==> src/rtl/muxn_pipe_rr.sv <==
// N-channel, W-bit selector with a registered valid/ready output stage.
// Selection is either directed by sel (mode 0) or round-robin over valid channels (mode 1).
module muxn_pipe_rr #(
    parameter int WIDTH = 8,
    parameter int NCH   = 3,
    parameter int SELW  = 2
) (
    input  logic                   clk,
    input  logic                   reset,
    input  logic [NCH*WIDTH-1:0]   in_data,
    input  logic [NCH-1:0]         in_valid,
    output logic [NCH-1:0]         in_ready,
    input  logic                   mode,
    input  logic [SELW-1:0]        sel,
    output logic [WIDTH-1:0]       out_data,
    output logic                   out_valid,
    input  logic                   out_ready,
    output logic [SELW-1:0]        out_chan,
    output logic                   sel_err
);

    // Handshake: a word moves on a channel when in_valid[i] && in_ready[i];
    // the output word leaves when out_valid && out_ready. in_ready never looks
    // at another channel's in_valid beyond the grant decision.

    logic [SELW-1:0]  ptr;
    logic [NCH-1:0]   grant;
    logic             load_en;
    logic             xfer;
    logic             sel_oor;
    logic [WIDTH-1:0] gnt_data;
    logic [SELW-1:0]  gnt_chan;

    assign load_en  = !out_valid || out_ready;
    assign sel_oor  = (int'(sel) >= NCH);
    assign in_ready = grant & {NCH{load_en}};
    assign xfer     = |(in_valid & in_ready);

    always_comb begin
        int  idx;
        logic found;
        grant = '0;
        found = 1'b0;
        idx   = 0;
        if (!mode) begin
            for (int i = 0; i < NCH; i++) begin
                if (i == int'(sel) && in_valid[i]) begin
                    grant[i] = 1'b1;
                end
            end
        end else begin
            // Search starts one past the last granted channel and wraps.
            for (int k = 1; k <= NCH; k++) begin
                idx = (int'(ptr) + k) % NCH;
                for (int i = 0; i < NCH; i++) begin
                    if (!found && i == idx && in_valid[i]) begin
                        grant[i] = 1'b1;
                        found    = 1'b1;
                    end
                end
            end
        end
    end

    // Only the granted lane is muxed, so unused channel data never reaches out_data.
    always_comb begin
        gnt_data = '0;
        gnt_chan = '0;
        for (int i = 0; i < NCH; i++) begin
            if (grant[i]) begin
                gnt_data = in_data[i*WIDTH +: WIDTH];
                gnt_chan = SELW'(i);
            end
        end
    end

    always_ff @(posedge clk) begin
        if (reset) begin
            out_valid <= 1'b0;
            out_data  <= '0;
            out_chan  <= '0;
            sel_err   <= 1'b0;
            ptr       <= SELW'(NCH - 1);
        end else begin
            sel_err <= !mode && sel_oor;
            if (load_en) begin
                if (xfer) begin
                    out_data  <= gnt_data;
                    out_chan  <= gnt_chan;
                    out_valid <= 1'b1;
                    ptr       <= gnt_chan;
                end else begin
                    out_valid <= 1'b0;
                end
            end
        end
    end

endmodule

==> config.mk <==
export PLATFORM = sky130hd
export DESIGN_NAME = muxn_pipe_rr
export DESIGN_NICKNAME = d
export VERILOG_FILES = /design/src/rtl/muxn_pipe_rr.sv
export SDC_FILE = /design/constraint.sdc
export NUM_CORES = 1
export LEC_CHECK = 0
export ABC_AREA = 1
export BUFFER_PORTS_ARGS = -buffer_cell sky130_fd_sc_hd__clkbuf_2
export CORE_MARGIN = 3
export CORE_UTILIZATION = 42
export CTS_CLUSTER_DIAMETER = 120
export DETAILED_ROUTE_END_ITERATION = 6
export GPL_TIMING_DRIVEN = 0
export PLACE_DENSITY = 0.75
export SLEW_MARGIN = 10
export SYNTH_ARGS = -nofsm -noshare
export SYNTH_HDL_FRONTEND = slang
export SYNTH_SLANG_ARGS = --single-unit
==> constraint.sdc <==
create_clock -name clk -period 2 [get_ports clk]
set_clock_uncertainty 0.05 [all_clocks]
set_input_delay 0 -clock clk [delete_from_list [all_inputs] [get_ports clk]]
set_output_delay 0 -clock clk [all_outputs]
set_load 0.01 [all_outputs]
Yosys cells after proc, flatten, opt, wreduce, memory -nomap -nowiden
Index checks and enable logic that the tools add are counted.
- add/sub/neg operators: 3
- divide/modulo/power cells: 3
- magnitude comparators: 1
- equal/unequal tests: 8
- mux-type cells: 34
- bitwise operators: 2
- reductions and logical operators: 38
- operators with widths (kind ; count):
    == test 2 x 32 -> 1 bit (first input constant) ; 3
    == test 3 x 32 -> 1 bit (first input constant) ; 3
    logical NOT 32 bit ; 3
    modulo 32 x 3 -> 32 bit (second input constant) ; 3
    2-to-1 mux 1 bit ; 29
    2-to-1 mux 8 bit ; 3
    logical AND 1 bit ; 21
    logical NOT 1 bit ; 10
    adder 2 x 2 -> 3 bit (second input constant) ; 2
    AND 3 bit ; 2
    == test 2 bit (first input constant) ; 2
    adder 2 x 1 -> 3 bit (second input constant) ; 1
    2-to-1 mux 3 bit ; 1
    OR reduction 3 bit ; 1
    greater-or-equal comparator 2 bit (second input constant) ; 1
    logical NOT 2 bit ; 1
    2-to-1 mux 2 bit ; 1
    AND reduction 2 bit ; 1
    logical OR 1 bit ; 1
- bits in registers: 14
- input bits: 33
- output and inout port bits: 15
- logic and storage cells: 94

Logic depth before layout (Yosys ltp)
- word-level depth: 50
- gate-level depth with buffers: 17
- gate-level depth less buffers: 17

Worst setup path after synthesis
OpenSTA, ideal clock, no wires.
- path kind: register -> register
- from: register out_chan[0] (netlist name)
- to: register out_chan[1]
- setup time: 0.118 ns
- data arrival time: 1.761 ns
- required time: 1.832 ns
- setup slack: 0.071 ns
- stages on the path, launching flop included: 13
- buffers on the path: 0
- clock period less this slack: 1.929 ns
- cells stage by stage: dfxtp_1 -> inv_1 -> ha_1 -> nand2_2 -> nand4_1 -> nor2_2 -> nand4_1 -> nand2_1 -> nand2_4 -> a21oi_1 -> nor2_1 -> nand2_1 -> a21oi_1
- RTL lines (what ; RTL line ; source):
    end signal, assigned ; 89 ; out_chan <= gnt_chan;
    end, declared ; 18 ; output logic [SELW-1:0] out_chan,

==> impl_metrics.ini <==
[global_routing]
first_global_vias = 1208
grt_max_degree = 11
antenna_found_initial = 0
grt_pass1_wl_um = 5380
gr-total-overflow = 0
grt_usage_pct = 20.6

[critical_path]
crit_fanout = 10
cp-end-kind = flip-flop
worstSetupPathType = reg -> reg
crit_path_start_kind = flip-flop
arrival_ns = 2.19
worstPathRequired_ns = 2.14

[clock_tree]
cts.reportedPaths.clkPinSlew_ns = 0.09
cts_max_path_buffers = 2
cts.sinks = 13
cts_inserted_buffers = 3
cts_tree = built
clk_latency_ns = 0.28
root_buffer = clkbuf_4
cts_max_level = 1

[placement]
globalplace.congestion = 0.810
placement.io_buffers = 47
dp_hpwl_um = 2210
place_area_mm2 = 0.00138
place_inst = 264

[synthesis]
ys_ff_latch = 13
yosysSeqAreaShare_pct = 23.4
syn-cell-area_mm2 = 0.00111
syn_inst = 187
synth_nets = 222
synth.distinct_cells = 22
syn_avg_cell_area_um2 = 5.93
yosys_warnings = 0

[route]
num_vias = 1477
dr.pass1.iters = 6
post_drt_wl_per_cell_um = 13.3
drcViolationCount = 0
routed_via_density = 5.16
ant_nets = 0
wl_um = 3800
drt_iter0_drc = 68

[power_and_ir_drop]
clockPowerShare_pct = 14.7
swShare_pct = 44.2
combPwrFrac_pct = 57.5
ir_worst_vdd_uv = 407
finalPower_mw = 1.17
p_int_mw = 0.654
p_sw_mw = 0.518
p_per_area_mw_per_mm2 = 670
p_seq_share_pct = 27.8
cellLeakagePower_nw = 1.04

[timing]
finalHoldViolCount = 0
finalSetupViolCount = 5
tightest_slew_ns = 0.491
hold_ws_ns = 0.00163
timing.final.crit_share_pct = 102
slew_headroom_pct = 67.2
period_minus_slack_ns = 2.05
setup_ws_ns = -0.0484
rsz0062_at_grt = true
fmaxAchievable_mhz = 488
slew_viol_final = 0

[die]
core_mm2 = 0.00250
die_y_um = 57.4
num_io_pins = 48
rows = 18
start_util_pct = 44.4
die-area_mm2 = 0.00330
fp.dieW_um = 57.4

[outcome]
violations = negative setup slack
status = complete, but fails checks

[cells_and_area]
drive_gt1_share_pct = 41.0
fillers = 214
post-route-util_pct = 70.0
area_growth_pct = 57.7
layout.cells.non_filler = 286
nets = 292
diodes = 0
final_cell_area_mm2 = 0.00175

[min_path]
min_path_type = in -> reg

[job]
cap_violations = 0
[power by group through the flow]
stage | sequential, mW | clock [mW] | combinational (mW)
3_5_place_dp | 0.327 | 0 | 0.476
6_report | 0.326 | 0.173 | 0.674
5_1_grt | 0.331 | 0.179 | 0.740
4_1_cts | 0.324 | 0.169 | 0.562
3_3_place_gp | 0.327 | 0 | 0.474
2_1_floorplan | 0.344 | 0 | 0.318
[state kept, by name, indices dropped and copies added (netlist names)]
register	count
out_data	8
out_chan	2
out_valid	1
ptr	1
sel_err	1
[final timing paths]
| kind | from | to | slack, ns | cells past startpoint |
|---|---|---|---|---|
| worst min register to register | out_chan[1]$_SDFFE_PP0P_ | out_chan[1]$_SDFFE_PP0P_ | 0.42 | 2 |
| worst max register to register | out_chan[0]$_SDFFE_PP0P_ | out_data[0]$_SDFFE_PP0P_ | -0.05 | 15 |
| worst max-delay path | out_chan[0]$_SDFFE_PP0P_ | out_data[0]$_SDFFE_PP0P_ | -0.05 | 15 |
| worst min-delay path | in_data[23] | out_data[7]$_SDFFE_PP0P_ | 0.002 | 5 |
[area by class of cell]
type / instances / area [µm²] / area share, %
multi-input cells: 126 / 848 / 48.5
repair buffers: 62 / 358 / 20.4
flip-flops and latches: 13 / 268 / 15.3
inverters: 49 / 196 / 11.2
well taps: 30 / 37.5 / 2.14
clock buffers: 4 / 26.3 / 1.50
repair inverters: 1 / 8.76 / 0.500
plain buffers: 1 / 7.51 / 0.429
[Yosys cell counts]
library cell	count	area share, %
buf_4	1	0.68
inv_1	46	16
nand3_2	2	1.8
nand4_2	1	1.1
o21ai_0	1	0.45
nor2_1	4	1.4
nand2_1	38	13
nor2_2	1	0.56
o211ai_1	1	0.68
a21boi_2	1	1.0
nand2_2	6	3.4
ha_1	2	2.3
a21oi_1	5	2.3
clkinv_1	1	0.34
nor4_1	1	0.56
nand4_1	4	2.3
nor2_4	1	1.0
inv_2	1	0.34
inv_4	1	0.56
dfxtp_1	13	23
nand3_1	52	23
nand2_4	4	4.1
[worst max-delay path, stage by stage (launching register included)]
cell and delay (ns):
dfxtp_4 0.39, inv_2 0.05, ha_4 0.28, nand2_4 0.06, nand3_4 0.08, nor2_4 0.05, a21boi_2 0.15, nand2_2 0.09
nand2_4 0.15, nand2_8 0.10, nand2_8 0.16, nand3_1 0.12, nand2_1 0.08, inv_1 0.05, nand2_1 0.06, inv_1 0.03
[per-layer routing]
metal,wire (µm),global-route usage [%]
met1,1530,28.0
met2,1840,32.9
met3,368,2.26
met4,61,8.61
met5,0,0
[cell families after synthesis]
family	Yosys count	share of synthesized area [%]
compound gates	8	4.40
fa+ha+maj	2	2.25
buf+inv	50	17.5
flops	13	23.4
simple gates	114	52.4
[what timing repair did]
item	4_1_cts	5_1_grt
endpoints found under the hold margin	5	0
pin swaps	6	23
hold buffers	4	0
resized for setup	15	26
endpoints found under the setup margin	14	14
buffers inserted	6	5
gates cloned	2	1
[per-stage QoR]
| stage | setup WS [ns] | TNS [ns] |
|---|---|---|
| 4_1_cts | 0.00883 | 0 |
| 5_1_grt | -0.130 | -0.901 |
| 6_report | -0.0484 | -0.104 |
| 3_3_place_gp | -0.221 | -1.83 |
| 3_5_place_dp | -0.218 | -1.77 |
| 2_1_floorplan | 0.0710 | 0 |
[placed cells by master (no fill, tap or decap), drive strengths merged]
cell type    instances
buf                 12
nand2               50
nand4                5
nor4                 1
ha                   2
clkbuf              51
nor2                 6
dlygate4sd3          4
o21ai                1
inv                 48
a21boi               1
clkinv               2
dfxtp               13
a21oi                5
nand3               54
o211ai               1
No activity file was read; power rests on OpenSTA's default activity.
